$ cat src/rtl/bram_frame_streamer.sv
// bram_frame_streamer: reads a rectangular, optionally decimated region of a stored frame
// from a synchronous BRAM and emits it as a valid/ready pixel stream with sof/eol/eof
// sideband. It can run one frame per start, or loop frames until stop is seen.
//
// Ports:
//   clk, srst             clock, synchronous active-high reset
//   start, stop, cont     frame start pulse, end-of-loop request, continuous-mode select
//   roi_x0, roi_y0        ROI top-left corner in stored-frame pixels
//   roi_w, roi_h, step    ROI output size (after decimation) and decimation factor (0 -> 1)
//   bram_addr, bram_en    BRAM read request
//   bram_dout             BRAM read data, RD_LAT clocks after bram_en
//   m_valid, m_ready      output handshake
//   m_data, m_sof/eol/eof output pixel and frame markers
//   busy                  high from start acceptance until the last pixel is handed off
//   frame_done            pulse on the clock an eof beat transfers
//   cfg_err               sticky flag for a rejected start
module bram_frame_streamer #(
  parameter int unsigned IN_W   = 640,
  parameter int unsigned IN_H   = 480,
  parameter int unsigned AB     = 19,
  parameter int unsigned PW     = 8,
  parameter int unsigned RD_LAT = 1,
  parameter int unsigned FD     = 4
) (
  input  logic          clk,
  input  logic          srst,
  input  logic          start,
  input  logic          stop,
  input  logic          cont,
  input  logic [15:0]   roi_x0,
  input  logic [15:0]   roi_y0,
  input  logic [15:0]   roi_w,
  input  logic [15:0]   roi_h,
  input  logic [3:0]    step,
  output logic [AB-1:0] bram_addr,
  output logic          bram_en,
  input  logic [PW-1:0] bram_dout,
  output logic          m_valid,
  input  logic          m_ready,
  output logic [PW-1:0] m_data,
  output logic          m_sof,
  output logic          m_eol,
  output logic          m_eof,
  output logic          busy,
  output logic          frame_done,
  output logic          cfg_err
);

  localparam int unsigned AW  = AB + 1;
  localparam int unsigned PTW = $clog2(FD);
  localparam int unsigned CW  = PTW + 1;

  typedef enum logic [1:0] {StIdle, StIssue, StDrain} state_e;

  state_e state_q, state_d;

  // Latched frame configuration and issue counters
  logic [15:0]   w_q, w_d, h_q, h_d;
  logic [3:0]    step_q, step_d;
  logic [AW-1:0] row_inc_q, row_inc_d;
  logic [AB-1:0] addr_q, addr_d, row_base_q, row_base_d;
  logic [15:0]   rx_q, rx_d, ry_q, ry_d;
  logic          cont_q, cont_d, stop_seen_q, stop_seen_d, cfg_err_q, cfg_err_d;

  // Read-latency sideband pipeline
  logic [RD_LAT-1:0] pipe_vld_q, pipe_sof_q, pipe_eol_q, pipe_eof_q;

  // Output FIFO (first-word-fall-through with bypass when empty)
  logic [PW+2:0]  mem_q [FD];
  logic [PTW-1:0] wr_ptr_q, rd_ptr_q;
  logic [CW-1:0]  count_q, count_d, inflight_q, inflight_d;

  // Start-time configuration check (multipliers live here, never in the issue path)
  logic [3:0]    step_eff;
  logic [31:0]   x_last, y_last;
  logic          cfg_ok;
  logic [AB-1:0] start_addr_c;
  logic [AW-1:0] row_inc_c;

  always_comb begin
    step_eff     = (step == 4'd0) ? 4'd1 : step;
    x_last       = 32'(roi_x0) + (32'(roi_w) - 32'd1) * 32'(step_eff);
    y_last       = 32'(roi_y0) + (32'(roi_h) - 32'd1) * 32'(step_eff);
    cfg_ok       = (roi_w != 16'd0) && (roi_h != 16'd0) &&
                   (x_last <= IN_W - 1) && (y_last <= IN_H - 1);
    start_addr_c = AB'(32'(roi_y0) * IN_W + 32'(roi_x0));
    row_inc_c    = AW'(32'(step_eff) * IN_W);
  end

  // Issue decision and per-pixel markers
  logic credit, issue, col_last, row_last, frame_last, reload;
  logic [AW-1:0] col_sum, row_sum;

  always_comb begin
    credit     = ((CW + 1)'(inflight_q) + (CW + 1)'(count_q)) < (CW + 1)'(FD);
    issue      = (state_q == StIssue) && credit;
    col_last   = (rx_q == w_q - 16'd1);
    row_last   = (ry_q == h_q - 16'd1);
    frame_last = col_last && row_last;
    reload     = cont_q && !(stop_seen_q || stop) && cfg_ok;
    col_sum    = {1'b0, addr_q} + AW'(step_q);
    row_sum    = {1'b0, row_base_q} + row_inc_q;
  end

  // FIFO datapath
  logic          fifo_empty, pipe_out, pop, push, rd_adv;
  logic [PW+2:0] head;

  always_comb begin
    fifo_empty = (count_q == '0);
    pipe_out   = pipe_vld_q[RD_LAT-1];
    head       = fifo_empty ? {pipe_eof_q[RD_LAT-1], pipe_eol_q[RD_LAT-1],
                               pipe_sof_q[RD_LAT-1], bram_dout}
                            : mem_q[rd_ptr_q];
    m_valid    = !fifo_empty || pipe_out;
    pop        = m_valid && m_ready;
    // A returning beat consumed straight off the bypass never gets stored.
    push       = pipe_out && !(fifo_empty && pop);
    rd_adv     = pop && !fifo_empty;
    count_d    = count_q + CW'(push) - CW'(rd_adv);
    inflight_d = inflight_q + CW'(issue) - CW'(pipe_out);
  end

  always_comb begin
    m_data     = m_valid ? head[PW-1:0] : '0;
    m_sof      = m_valid && head[PW];
    m_eol      = m_valid && head[PW+1];
    m_eof      = m_valid && head[PW+2];
    frame_done = pop && head[PW+2];
    bram_en    = issue;
    bram_addr  = issue ? addr_q : '0;
    busy       = (state_q != StIdle);
    cfg_err    = cfg_err_q;
  end

  // FSM next state and counter updates
  logic latch;

  always_comb begin
    state_d     = state_q;
    w_d         = w_q;
    h_d         = h_q;
    step_d      = step_q;
    row_inc_d   = row_inc_q;
    addr_d      = addr_q;
    row_base_d  = row_base_q;
    rx_d        = rx_q;
    ry_d        = ry_q;
    cont_d      = cont_q;
    stop_seen_d = stop_seen_q;
    cfg_err_d   = cfg_err_q;
    latch       = 1'b0;

    unique case (state_q)
      StIdle: begin
        stop_seen_d = 1'b0;
        if (start) begin
          if (cfg_ok) begin
            latch     = 1'b1;
            cont_d    = cont;
            cfg_err_d = 1'b0;
            state_d   = StIssue;
          end else begin
            cfg_err_d = 1'b1;
          end
        end
      end
      StIssue: begin
        if (stop) stop_seen_d = 1'b1;
        if (issue) begin
          if (frame_last) begin
            stop_seen_d = 1'b0;
            // Back-to-back frames: reload in the same cycle so no bubble appears.
            if (reload) latch = 1'b1;
            else        state_d = StDrain;
          end else if (col_last) begin
            rx_d       = 16'd0;
            ry_d       = ry_q + 16'd1;
            row_base_d = AB'(row_sum);
            addr_d     = AB'(row_sum);
          end else begin
            rx_d   = rx_q + 16'd1;
            addr_d = AB'(col_sum);
          end
        end
      end
      StDrain: begin
        if ((count_d == '0) && (inflight_d == '0)) state_d = StIdle;
      end
      default: state_d = StIdle;
    endcase

    if (latch) begin
      w_d        = roi_w;
      h_d        = roi_h;
      step_d     = step_eff;
      row_inc_d  = row_inc_c;
      rx_d       = 16'd0;
      ry_d       = 16'd0;
      addr_d     = start_addr_c;
      row_base_d = start_addr_c;
    end
  end

  always_ff @(posedge clk) begin
    if (srst) begin
      state_q     <= StIdle;
      w_q         <= '0;
      h_q         <= '0;
      step_q      <= '0;
      row_inc_q   <= '0;
      addr_q      <= '0;
      row_base_q  <= '0;
      rx_q        <= '0;
      ry_q        <= '0;
      cont_q      <= 1'b0;
      stop_seen_q <= 1'b0;
      cfg_err_q   <= 1'b0;
      pipe_vld_q  <= '0;
      pipe_sof_q  <= '0;
      pipe_eol_q  <= '0;
      pipe_eof_q  <= '0;
      wr_ptr_q    <= '0;
      rd_ptr_q    <= '0;
      count_q     <= '0;
      inflight_q  <= '0;
    end else begin
      state_q     <= state_d;
      w_q         <= w_d;
      h_q         <= h_d;
      step_q      <= step_d;
      row_inc_q   <= row_inc_d;
      addr_q      <= addr_d;
      row_base_q  <= row_base_d;
      rx_q        <= rx_d;
      ry_q        <= ry_d;
      cont_q      <= cont_d;
      stop_seen_q <= stop_seen_d;
      cfg_err_q   <= cfg_err_d;
      pipe_vld_q[0] <= issue;
      pipe_sof_q[0] <= (rx_q == 16'd0) && (ry_q == 16'd0);
      pipe_eol_q[0] <= col_last;
      pipe_eof_q[0] <= frame_last;
      for (int i = 1; i < RD_LAT; i++) begin
        pipe_vld_q[i] <= pipe_vld_q[i-1];
        pipe_sof_q[i] <= pipe_sof_q[i-1];
        pipe_eol_q[i] <= pipe_eol_q[i-1];
        pipe_eof_q[i] <= pipe_eof_q[i-1];
      end
      if (push)   wr_ptr_q <= wr_ptr_q + 1'b1;
      if (rd_adv) rd_ptr_q <= rd_ptr_q + 1'b1;
      count_q    <= count_d;
      inflight_q <= inflight_d;
    end
  end

  // Storage needs no reset; occupancy is tracked by count_q.
  always_ff @(posedge clk) begin
    if (push) begin
      mem_q[wr_ptr_q] <= {pipe_eof_q[RD_LAT-1], pipe_eol_q[RD_LAT-1],
                          pipe_sof_q[RD_LAT-1], bram_dout};
    end
  end

endmodule

$ cat config.mk
export PLATFORM = sky130hd
export DESIGN_NAME = bram_frame_streamer
export DESIGN_NICKNAME = d
export VERILOG_FILES = /design/src/rtl/bram_frame_streamer.sv
export SDC_FILE = /design/constraint.sdc
export NUM_CORES = 1
export LEC_CHECK = 0
export BUFFER_PORTS_ARGS = -buffer_cell sky130_fd_sc_hd__buf_2
export CORE_MARGIN = 3
export CORE_UTILIZATION = 40
export CTS_CLUSTER_SIZE = 10
export DETAILED_ROUTE_END_ITERATION = 10
export PLACE_DENSITY_LB_ADDON = 0.1
export RECOVER_POWER = 25
export SLEW_MARGIN = 10
export SYNTH_ARGS = -nofsm -noshare
export SYNTH_HDL_FRONTEND = slang
export SYNTH_SLANG_ARGS = --single-unit
$ cat constraint.sdc
create_clock -name clk -period 7.7 [get_ports clk]
set_clock_uncertainty 0.05 [all_clocks]
set_input_delay 0.385 -clock clk [delete_from_list [all_inputs] [get_ports clk]]
set_output_delay 0.385 -clock clk [all_outputs]
set_load 0.1 [all_outputs]
==> results of run 1 <==
[synth_stat cells, drive strengths merged (21+ instances only)]
| master | n | area, um2 |
|---|---|---|
| xnor2 | 78 | 683 |
| nor4 | 26 | 169 |
| nand2b | 31 | 194 |
| edfxtp | 44 | 1320 |
| a211oi | 21 | 158 |
| a21oi | 133 | 666 |
| nand2 | 199 | 747 |
| inv | 214 | 803 |
| dfxtp | 132 | 2640 |
| and2 | 52 | 325 |
| nor3 | 51 | 255 |
| nor2 | 214 | 803 |
| fa | 109 | 2180 |
| clkbuf | 69 | 260 |
| nor2b | 67 | 419 |
| o21ai | 58 | 290 |
| xor2 | 70 | 613 |
| nand4 | 41 | 263 |
| and3 | 27 | 169 |
| ha | 152 | 1900 |
| nand3 | 50 | 250 |
[flip-flops by register name, indices dropped and copies added, names as in the netlist, 2 cells and up, named ones only]
| name | flops |
|---|---|
| w_q | 16 |
| wr_ptr_q | 2 |
| step_q | 4 |
| row_inc_q | 5 |
| inflight_q | 3 |
| rx_q | 16 |
| h_q | 16 |
| addr_q | 19 |
| mem_q | 44 |
| row_base_q | 19 |
| rd_ptr_q | 2 |
| count_q | 3 |
| state_q | 2 |
| ry_q | 16 |
[critical path, stage by stage]
cell      delay [ns]
buf_2           0.14
nor4_1          0.61
and3_1          0.37
nand2_1         0.13
nor3_1          0.19
xor2_1          0.34
nand2_1         0.12
fa_1            0.50
inv_1           0.05
fa_1            0.47
inv_1           0.05
fa_1            0.53
inv_1           0.04
ha_1            0.39
nand4_1         0.14
nor3_1          0.21
a22oi_1         0.12
a211oi_1        0.32
mux2i_1         0.11
or4_1           0.51
nor4_1          0.38
buf_4           0.21
nand4_1         0.14
buf_12          0.30
mux2_2          0.32
a311oi_1        0.24
[power groups by stage]
stage	clock network (W)	logic [W]	registers, W
floorplan	0	0.00152	0.000992
global placement	0	0.00198	0.00101
detailed placement	0	0.00198	0.00101
CTS	0.000896	0.00199	0.000989
global route	0.000924	0.00219	0.000992
finish	0.000871	0.00198	0.000987
[layer usage]
layer,vias up,wire (um),global-route usage
met5,-,0,0
met4,0,903,0.0514
met3,55,1760,0.0256
met2,296,23100,0.354
met1,6992,22500,0.286
li1,7251,-,-
[path summary, 6_finish.rpt]
path	start	endpoint	cells after the start
max	roi_w[4]	addr_q[8]	26
min	cont	cont_q	3
max reg2reg	w_q[0]	addr_q[8]	13
min reg2reg	row_base_q[6]	row_base_q[6]	2
[layout make-up]
| type | instances | area (um2) | area share |
|---|---|---|---|
| Clock inverter | 13 | 146 | 0.00769 |
| Multi-Input combinational cell | 1612 | 12200 | 0.641 |
| Clock buffer | 19 | 443 | 0.0233 |
| Inverter | 214 | 803 | 0.0422 |
| Tap cell | 577 | 722 | 0.0379 |
| Sequential cell | 176 | 3960 | 0.208 |
| Timing Repair Buffer | 139 | 747 | 0.0393 |
[stage by stage]
| step | cells | hold slack (ns) |
|---|---|---|
| floorplan | 2088 | 0.386 |
| global placement | 2718 | 0.394 |
| detailed placement | 2718 | 0.397 |
| CTS | 2750 | 0.0984 |
| global route | 2750 | 0.153 |
| finish | 2750 | 0.141 |
[cells by family after synthesis]
logic type / count (synthesis)
flops: 176
xor+xnor: 149
fa+ha+maj: 261
buf+inv: 300
simple gates: 818
mux: 37
compound gates: 347
==> results.md, run 1 <==
* Core Footprint at 42300 um2
* End-of-flow core utilization at 0.450
* Synth Area in Adders at 0.236
* Seq/Total Area, Yosys at 0.229
* Total of hold buffers inserted after clock tree synthesis at 0
* Level count of the clock H-tree at 4
* Least setup slack across all paths after layout at 0.627 ns
* Clock insertion delay at the later pin of the skew report at 0.45 ns
* Net Sw Frac at 0.449
* GRT Util Overall at 0.209
* Xor/xnor share of the synthesized area at 0.0762
* Place WS at 0.340 ns
* I/O pins at 117
* DRC violation count after routing at 0
* Num rows at 75
* Antenna fix cells at 0
* Nets in the synthesized netlist at 2431
* Layout Nets at 2503
* Avg Vias per Cell at 5.31
* TritonCTS Buffers at 17
* Data arrival time of the critical path at 7.34 ns
* Sum of negative setup slack at 0 ns
* Share of cell area taken by muxes after synthesis at 0.0298
* Mean routed wirelength per cell at 17.6 um
* Distinct cell type count after synthesis at 84
* Buffer count from post-CTS setup fixing at 0
* Final estimated routing congestion in global placement at 0.901
* Root buf cell: clkbuf_16
* Min Clock Period, post-route at 7.07 ns
* Max-cap violation count at 1
* Routed WL at 48.3 mm
* # resized after CTS at 0
* R2R Setup Slk at 2.79 ns
* Startpoint type of the worst setup path: input port
* Final Slew Violations at 60
* Part of the total power dissipated in combinational logic at 0.516
* Clock tree from TritonCTS: built
* Global-route wire length before repair at 77.9 mm
* Final critical-path share of the clock period at 0.919
* Internal power summed over all cells at 0.00212 W
* Post-synthesis instance area at 17300 um2
* Number of iterations in the first detailed-routing pass at 7
* Violations in the final reports: max-capacitance violations, max-slew violations
* Post-CTS clock slew at the launch and capture registers of the worst setup and hold paths at 0.07 ns
* Synth Area per Inst at 8.29 um2
* Sink count of the clock tree at 176
* Hold WC Path Type: in2reg
* Clock network fraction of design power at 0.227
* Setup CP Type: in2reg
* Sum of overflow across all layers after global routing at 0
* Post-route antenna net violation count at 0
* Effective utilization at floorplan at 0.409
* PortBufs at 116
* Initial antenna violation count at 0
* Filler cell count at 4257
* First-iteration detailed-routing DRC count at 939
* Nature of the critical path endpoint: register
* Number of global-route vias before repair at 14400
* Top library cells by usage in the layout, fill and taps aside: 214 x inv_1, 213 x nor2_1, 199 x nand2_1
* EDFF count, synth at 44
* Total cell area at the placement stage at 18500 um2
* Overall Power at 0.00384 W
* Number of hold-slack violations in the final timing report at 0
* Unrepaired setup endpoints after global routing: false
* Pin count of the biggest net entering global routing at 86
* Register share of total power at 0.257
* Power Dens Cells at 202 nW/um2
* Synthesized-area fraction occupied by ao, oa, aoi and oai cells at 0.128
* Synthesized flop and latch total at 176
* Number of cells produced by synthesis at 2088
* Finished layout cell area at 19000 um2
* FMAX at 141 MHz
* Ys async rst share at 0
* Transition time of the tightest slew-check pin at 2.84 ns
* Dominant register cell in the synthesized netlist: dfxtp_1
* Die boundary height at 214 um
* Net switching power at 0.00172 W
* Static leakage power at 8.07 nW
* Main combinational cell family by area after synthesis: adder cells
* Area fraction in and, or, nand and nor cells after synthesis at 0.234
* Die footprint at 45800 um2
* Status: finished with violations
* Clock buffer depth at 2
* Layout overhead on the synthesized area at 9.92%
* IR Drop Worst-Case VDD at 0.000163 V
* Total of warnings raised by yosys at 0
* Share of cells above drive strength 1 at 0.0939
* Crit path required time at 7.97 ns
* Die Wd at 214 um
* Setup violation total in the final timing report at 0
* Via count at 14600
* Relative slew slack at -0.892
* Half-perimeter wire length of the detailed placement result at 38.2 mm
* Maximum fanout count along the critical path at 85
* Commonest non-fill, non-tap cell in the layout: inv_1
(Power assumes the default switching activity.)
==> run 2, diff against run 1 <==
Settings changed: PLACE_DENSITY set to 0.62, PLACE_DENSITY_LB_ADDON 0.1 to unset.
==> run 2 against run 1 <==
Against the previous run:
- the flow still finishes with violations (max-capacitance violations, max-slew violations)
- sequential power barely moved
- setup slack worse by 0.047 ns
- first-iteration DRC count grew 13%
- utilization up 0.065 points
- critical path type unchanged
- critical endpoint is now addr_q[12]
- die area stayed put
==> results.md, run 2 (synthesized netlist as in run 1, its figures left out) <==
* Status: finished with violations
* Violations in the final reports: max-capacitance violations, max-slew violations
* Post-CTS clock slew at the launch and capture registers of the worst setup and hold paths at 0.08 ns (about the same)
* Sum of negative setup slack at 0 ns (unchanged)
* Level count of the clock H-tree at 4 (unchanged)
* Crit path required time at 7.97 ns (about the same)
* Longest individual stage delay on the worst path at 0.78 ns (+0.17 ns)
* Met1 track demand over resource in global routing at 0.274 (-0.0112)
* Sink count of the clock tree at 176 (unchanged)
* Clock buffer depth at 2 (unchanged)
* Root buf cell: clkbuf_16
* GR peak layer: met2
* Part of the total power dissipated in combinational logic at 0.509 (-0.007)
* Cell type with the highest occurrence count on the critical path: fa_1
* Hold WC Path Type: in2reg
* Core Footprint at 42300 um2 (unchanged)
* Number of hold-slack violations in the final timing report at 0 (unchanged)
* Max-cap violation count at 1 (unchanged)
* Top library cells by usage in the layout, fill and taps aside: 214 x inv_1, 213 x nor2_1, 199 x nand2_1
* Number of iterations in the first detailed-routing pass at 6 (-1)
* # resized after CTS at 0 (unchanged)
* Die footprint at 45800 um2 (unchanged)
* Worst Hold Depth at 3 (unchanged)
* Leading registers by flop count: mem_q: 44 flops, addr_q: 19 flops, row_base_q: 19 flops
* PortBufs at 116 (unchanged)
* Startpoint type of the worst setup path: input port
* Post-Place Cells at 2717 (-0.037%)
* Register with the highest flop count: mem_q
* Slowest cell on the critical path: nor4_1
* Total cell area at the placement stage at 18500 um2 (about the same)
* Min Clock Period, post-route at 7.12 ns (+0.0472 ns)
* Clock network fraction of design power at 0.235 (+0.008)
* Data arrival time of the critical path at 7.39 ns (+0.05 ns)
* Post-route antenna net violation count at 0 (unchanged)
* Static leakage power at 8.08 nW (+0.14%)
* Share of cells above drive strength 1 at 0.0935 (-0.000417)
* Effective utilization at floorplan at 0.409 (unchanged)
* Global-route wire length before repair at 78.6 mm (+0.86%)
* Mean routed wirelength per cell at 17.4 um (-0.68%)
* IR Drop Worst-Case VDD at 0.000231 V (+41%)
* First-iteration detailed-routing DRC count at 1057 (+13%)
* Number of global-route vias before repair at 15000 (+4.3%)
* Sum of overflow across all layers after global routing at 0 (unchanged)
* Maximum fanout count along the critical path at 21 (-75%)
* Via count at 14900 (+2.1%)
* Pin count of the biggest net entering global routing at 60 (-30%)
* Finished layout cell area at 19100 um2 (+0.14%)
* Transition time of the tightest slew-check pin at 2.39 ns (-0.445 ns)
* Net switching power at 0.00171 W (-0.41%)
* Clock insertion delay at the later pin of the skew report at 0.45 ns (about the same)
* Max FFs per register at 44 (unchanged)
* Met2 track demand over resource in global routing at 0.364 (+0.00957)
* Unrepaired setup endpoints after global routing: false
* Final Slew Violations at 52 (-13%)
* GRT Util Overall at 0.210 (+0.000435)
* Die boundary height at 214 um (unchanged)
* Filler cell count at 4163 (-2.2%)
* Met3 Resource Use GR at 0.0215 (-0.00411)
* Nature of the critical path endpoint: register
* Setup violation total in the final timing report at 0 (unchanged)
* Routed WL at 48.0 mm (-0.68%)
* Num rows at 75 (unchanged)
* Half-perimeter wire length of the detailed placement result at 38.3 mm (+0.22%)
* Relative slew slack at -0.595 (+0.296)
* Reg2Reg Depth at 12 (-1)
* TritonCTS Buffers at 17 (unchanged)
* Minimum hold slack at 0.138 ns (-0.00363 ns)
* Setup CP Type: in2reg
* Power Dens Cells at 203 nW/um2 (+0.45%)
* Total of hold buffers inserted after clock tree synthesis at 0 (unchanged)
* R2R Setup Slk at 2.90 ns (+0.11 ns)
* Final standard cell count with taps included and fillers excluded at 2750 (unchanged)
* FMAX at 140 MHz (-0.66%)
* Commonest non-fill, non-tap cell in the layout: inv_1
* Net Sw Frac at 0.444 (-0.00450)
* Cell-by-cell trace of the critical path: buf_2, nor4_1, nand3_1, nor3_1, xnor2_1, or2_2, fa_1, fa_1, fa_1, inv_1, ha_1, a21oi_1, o21ai_0, a311oi_1, a31oi_1, nor3_1, o211ai_1, nor4_1, buf_4, and4_2, or2_2, o22ai_1
* Final critical-path share of the clock period at 0.925 (+0.00613)
* Buffer count from post-CTS setup fixing at 0 (unchanged)
* Layout Nets at 2502 (-0.040%)
* Initial antenna violation count at 1 (+1)
* Layout overhead on the synthesized area at 10.1%
* DRC violation count after routing at 0 (unchanged)
* Clock tree from TritonCTS: built
* Final estimated routing congestion in global placement at 0.911 (+1.2%)
* Die Wd at 214 um (unchanged)
* Register share of total power at 0.256 (about the same)
* Internal power summed over all cells at 0.00214 W (+1.4%)
* Avg Vias per Cell at 5.42 (+2.1%)
* I/O pins at 117 (unchanged)
-- run 2: cell types whose count changed in the layout (fill, tap and decap cells not counted) --
cell	before	now
buf_4	21	20
bufinv_16	1	2
clkbuf_1	14	13
clkbuf_8	1	0
clkinv_1	0	1
clkinv_4	4	3
clkinv_8	1	2
clkinvlp_2	1	0
diode_2	0	1
inv_6	3	2
inv_8	3	5
-- run 2: routing by layer --
metal	wire [um]	vias up	part of all wire
met4	1180	0	0.025
met5	0	-	0
met2	23500	366	0.49
li1	-	7245	-
met3	1940	71	0.040
met1	21300	7216	0.44
-- run 2: worst paths after layout --
path	from	endpoint
worst max-delay path	roi_h[2]	addr_q[12]
worst min-delay path	cont	cont_q
worst max register to register	w_q[0]	addr_q[12]
worst min register to register	row_base_q[6]	row_base_q[6]
-- run 2: layout make-up --
class                           instances  area (um2)  share of cell area
Antenna cell                            1        2.50            0.000131
Clock buffer                           17         425              0.0223
Tap cell                              577         722              0.0379
Clock inverter                         15         196              0.0103
Multi-Input combinational cell       1612       12200               0.640
Sequential cell                       176        3960               0.208
Inverter                              214         803              0.0422
Timing Repair Buffer                  138         739              0.0388
-- run 2: stage by stage --
| stage | util | total power [W] | worst slack (ns) |
|---|---|---|---|
| final | 0.450 | 0.00386 | 0.579 |
| after detailed placement | 0.436 | 0.00296 | 0.273 |
| after floorplan | - | 0.00251 | 1.32 |
| after global placement | 0.436 | 0.00295 | 0.299 |
| after global routing | 0.450 | 0.00414 | 0.201 |
| after CTS | 0.451 | 0.00388 | 0.738 |
-- run 2: worst max-delay path: cells and delay by family --
| family | cells | cell delay [ns] |
|---|---|---|
| adders and majority gates | 4 | 1.87 |
| and+or+nand+nor | 8 | 3.27 |
| xor gates and xnor gates | 1 | 0.15 |
| AOI/OAI and AO/OA | 6 | 1.28 |
| buffers and inverters | 3 | 0.41 |
-- run 2: power groups by stage --
stage | clock (W) | sequential (W) | combinational, W
2_1_floorplan | 0 | 0.000992 | 0.00152
3_3_place_gp | 0 | 0.00101 | 0.00194
3_5_place_dp | 0 | 0.00101 | 0.00195
4_1_cts | 0.000924 | 0.000989 | 0.00197
5_1_grt | 0.000962 | 0.000993 | 0.00218
6_report | 0.000908 | 0.000987 | 0.00196
==> run 3, diff against run 2 <==
Settings changed: CORE_MARGIN 3 to unset.
==> run 3 against run 2 <==
Against the previous run:
- setup slack better by 0.32 ns
- maximum frequency is 4.6% higher
- power is 1.2% lower
- critical path depth is 4 higher
- critical path type unchanged
- highest routed layer is now met5
- clock power shrank 4.2%
- the run now ends clean
- clock-buffer cell count up 1
==> results.md, run 3 (synthesized netlist as in run 1, its figures left out) <==
* Status: finished, final reports clean
* First-iteration detailed-routing DRC count at 889 (-16%)
* Initial antenna violation count at 1 (unchanged)
* Register with the highest flop count: mem_q
* PortBufs at 116 (unchanged)
* Buffer count from post-CTS setup fixing at 0 (unchanged)
* Level count of the clock H-tree at 4 (unchanged)
* WP buf/inv at 6 (+3)
* Final Slew Violations at 0 (-100%)
* Clock buffer depth at 2 (unchanged)
* Maximum fanout count along the critical path at 57 (+170%)
* Met1 track demand over resource in global routing at 0.286 (+0.0120)
* FMAX at 147 MHz (+4.6%)
* Antenna fix cells at 0 (-1)
* Root buf cell: clkbuf_16
* Effective utilization at floorplan at 0.409 (unchanged)
* Transition time of the tightest slew-check pin at 1.17 ns (-1.22 ns)
* Hold WC Path Type: in2reg
* Mean routed wirelength per cell at 17.0 um (-2.6%)
* Sink count of the clock tree at 176 (unchanged)
* Die boundary height at 210 um (-1.9%)
* Number of global-route vias before repair at 14700 (-1.8%)
* DRC violation count after routing at 0 (unchanged)
* Global-route wire length before repair at 76.5 mm (-2.6%)
* Power Dens Cells at 200 nW/um2 (-1.0%)
* Share of cells above drive strength 1 at 0.0931 (-0.000332)
* Slowest cell on the critical path: nor4_1
* Clock tree from TritonCTS: built
* Layout Nets at 2499 (-0.12%)
* Number of iterations in the first detailed-routing pass at 5 (-1)
* Pin count of the biggest net entering global routing at 58 (-3.3%)
* Total of hold buffers inserted after clock tree synthesis at 0 (unchanged)
* Setup CP Type: in2reg
* Longest individual stage delay on the worst path at 0.65 ns (-0.13 ns)
* Post-route antenna net violation count at 0 (unchanged)
* IR Drop Worst-Case VDD at 0.000167 V (-28%)
* GR peak layer: met2
* Final estimated routing congestion in global placement at 0.960 (+5.3%)
* Number of hold-slack violations in the final timing report at 0 (unchanged)
* Overall Power at 0.00381 W (-1.2%)
* Commonest non-fill, non-tap cell in the layout: inv_1
* Largest delay share family, worst path: simple AND/OR/NAND/NOR gates
* Nature of the critical path endpoint: register
* # resized after CTS at 0 (unchanged)
* Startpoint type of the worst setup path: input port
* Final critical-path share of the clock period at 0.884 (-0.0410)
* TritonCTS Buffers at 17 (unchanged)
* Core Footprint at 42300 um2 (unchanged)
* Post-CTS clock slew at the launch and capture registers of the worst setup and hold paths at 0.07 ns (about the same)
* Data arrival time of the critical path at 7.11 ns (-0.28 ns)
* Leading registers by flop count: mem_q: 44 flops, addr_q: 19 flops, row_base_q: 19 flops
* Max FFs per register at 44 (unchanged)
* Met3 Resource Use GR at 0.0232 (+0.00170)
* I/O pins at 117 (unchanged)
* Max-cap violation count at 0 (-1)
* Crit path required time at 8.00 ns (+0.03 ns)
* Min Clock Period, post-route at 6.81 ns (-0.315 ns)
* Layout overhead on the synthesized area at 9.90%
* Met2 track demand over resource in global routing at 0.371 (+0.00721)
* Setup violation total in the final timing report at 0 (unchanged)
* GRT Util Overall at 0.216 (+0.00635)
* Clock insertion delay at the later pin of the skew report at 0.45 ns (about the same)
* Num rows at 75 (unchanged)
* Filler cell count at 4239 (+1.8%)
* Unrepaired setup endpoints after global routing: false
* Sum of negative setup slack at 0 ns (unchanged)
* Via count at 14700 (-1.0%)
* End-of-flow core utilization at 0.449 (-0.000769)
* Relative slew slack at 0.224 (+0.819)
* Sum of overflow across all layers after global routing at 0 (unchanged)
* Die footprint at 44100 um2 (-3.7%)
* Static leakage power at 8.06 nW (-0.29%)
* Avg Vias per Cell at 5.37 (-0.86%)
* Die Wd at 210 um (-1.9%)
* Routed WL at 46.6 mm (-2.7%)
* Half-perimeter wire length of the detailed placement result at 37.5 mm (-2.1%)
* Top library cells by usage in the layout, fill and taps aside: 214 x inv_1, 213 x nor2_1, 199 x nand2_1
==> run 3: changes by cell type in the layout (fill, tap and decap cells not counted), sizes merged <==
cell / delta
clkinv: +3
clkinvlp: +1
diode: -1
bufinv: -2
inv: -3
buf: -2
==> run 3: final cells by class <==
type	count	area (um2)	area share
Multi-Input combinational cell	1612	12200	0.641
Sequential cell	176	3960	0.208
Inverter	214	803	0.0422
Tap cell	577	722	0.0380
Timing Repair Buffer	135	721	0.0379
Clock buffer	18	439	0.0231
Clock inverter	14	171	0.00901
==> run 3: per-layer routing <==
metal / vias up / share of wire
met4: 2 / 0.021
met5: - / 0.00028
li1: 7242 / -
met2: 306 / 0.48
met1: 7141 / 0.46
met3: 57 / 0.034
==> run 3: through the flow <==
stage | instance area, um2 | setup WS [ns] | cells | hold slack [ns]
global placement | 18400 | 0.574 | 2714 | 0.394
finish | 19000 | 0.895 | 2746 | 0.139
global route | 19000 | 0.208 | 2746 | 0.147
detailed placement | 18400 | 0.448 | 2714 | 0.398
floorplan | 17300 | 1.32 | 2088 | 0.386
CTS | 19000 | 0.919 | 2746 | 0.107
==> run 3: final timing paths <==
check,cells past startpoint,slack [ns],end,start
setup reg to reg,13,2.95,addr_q[8],w_q[0]
setup / recovery,26,0.89,addr_q[8],roi_w[4]
hold reg to reg,2,0.41,row_base_q[0],row_base_q[0]
hold / removal,3,0.14,cont_q,cont
==> run 3: power by group <==
| group | switching [W] | internal [W] |
|---|---|---|
| clock network | 0.000425 | 0.000445 |
| logic | 0.00127 | 0.000687 |
| registers | 0.0000289 | 0.000958 |
| total | 0.00172 | 0.00209 |
==> run 3: worst reg2reg max path, cell delays in order, from the launching register on <==
cell and delay (ns):
dfxtp_1 0.37, inv_1 0.08, ha_1 0.20, nor4b_2 0.37
nand2_1 0.10, o311a_1 0.35, or4b_1 0.61, a2111o_1 0.47
nor2_1 0.75, a41o_1 0.33, nand4_1 0.18, buf_12 0.28
mux2_2 0.29, a311oi_1 0.23
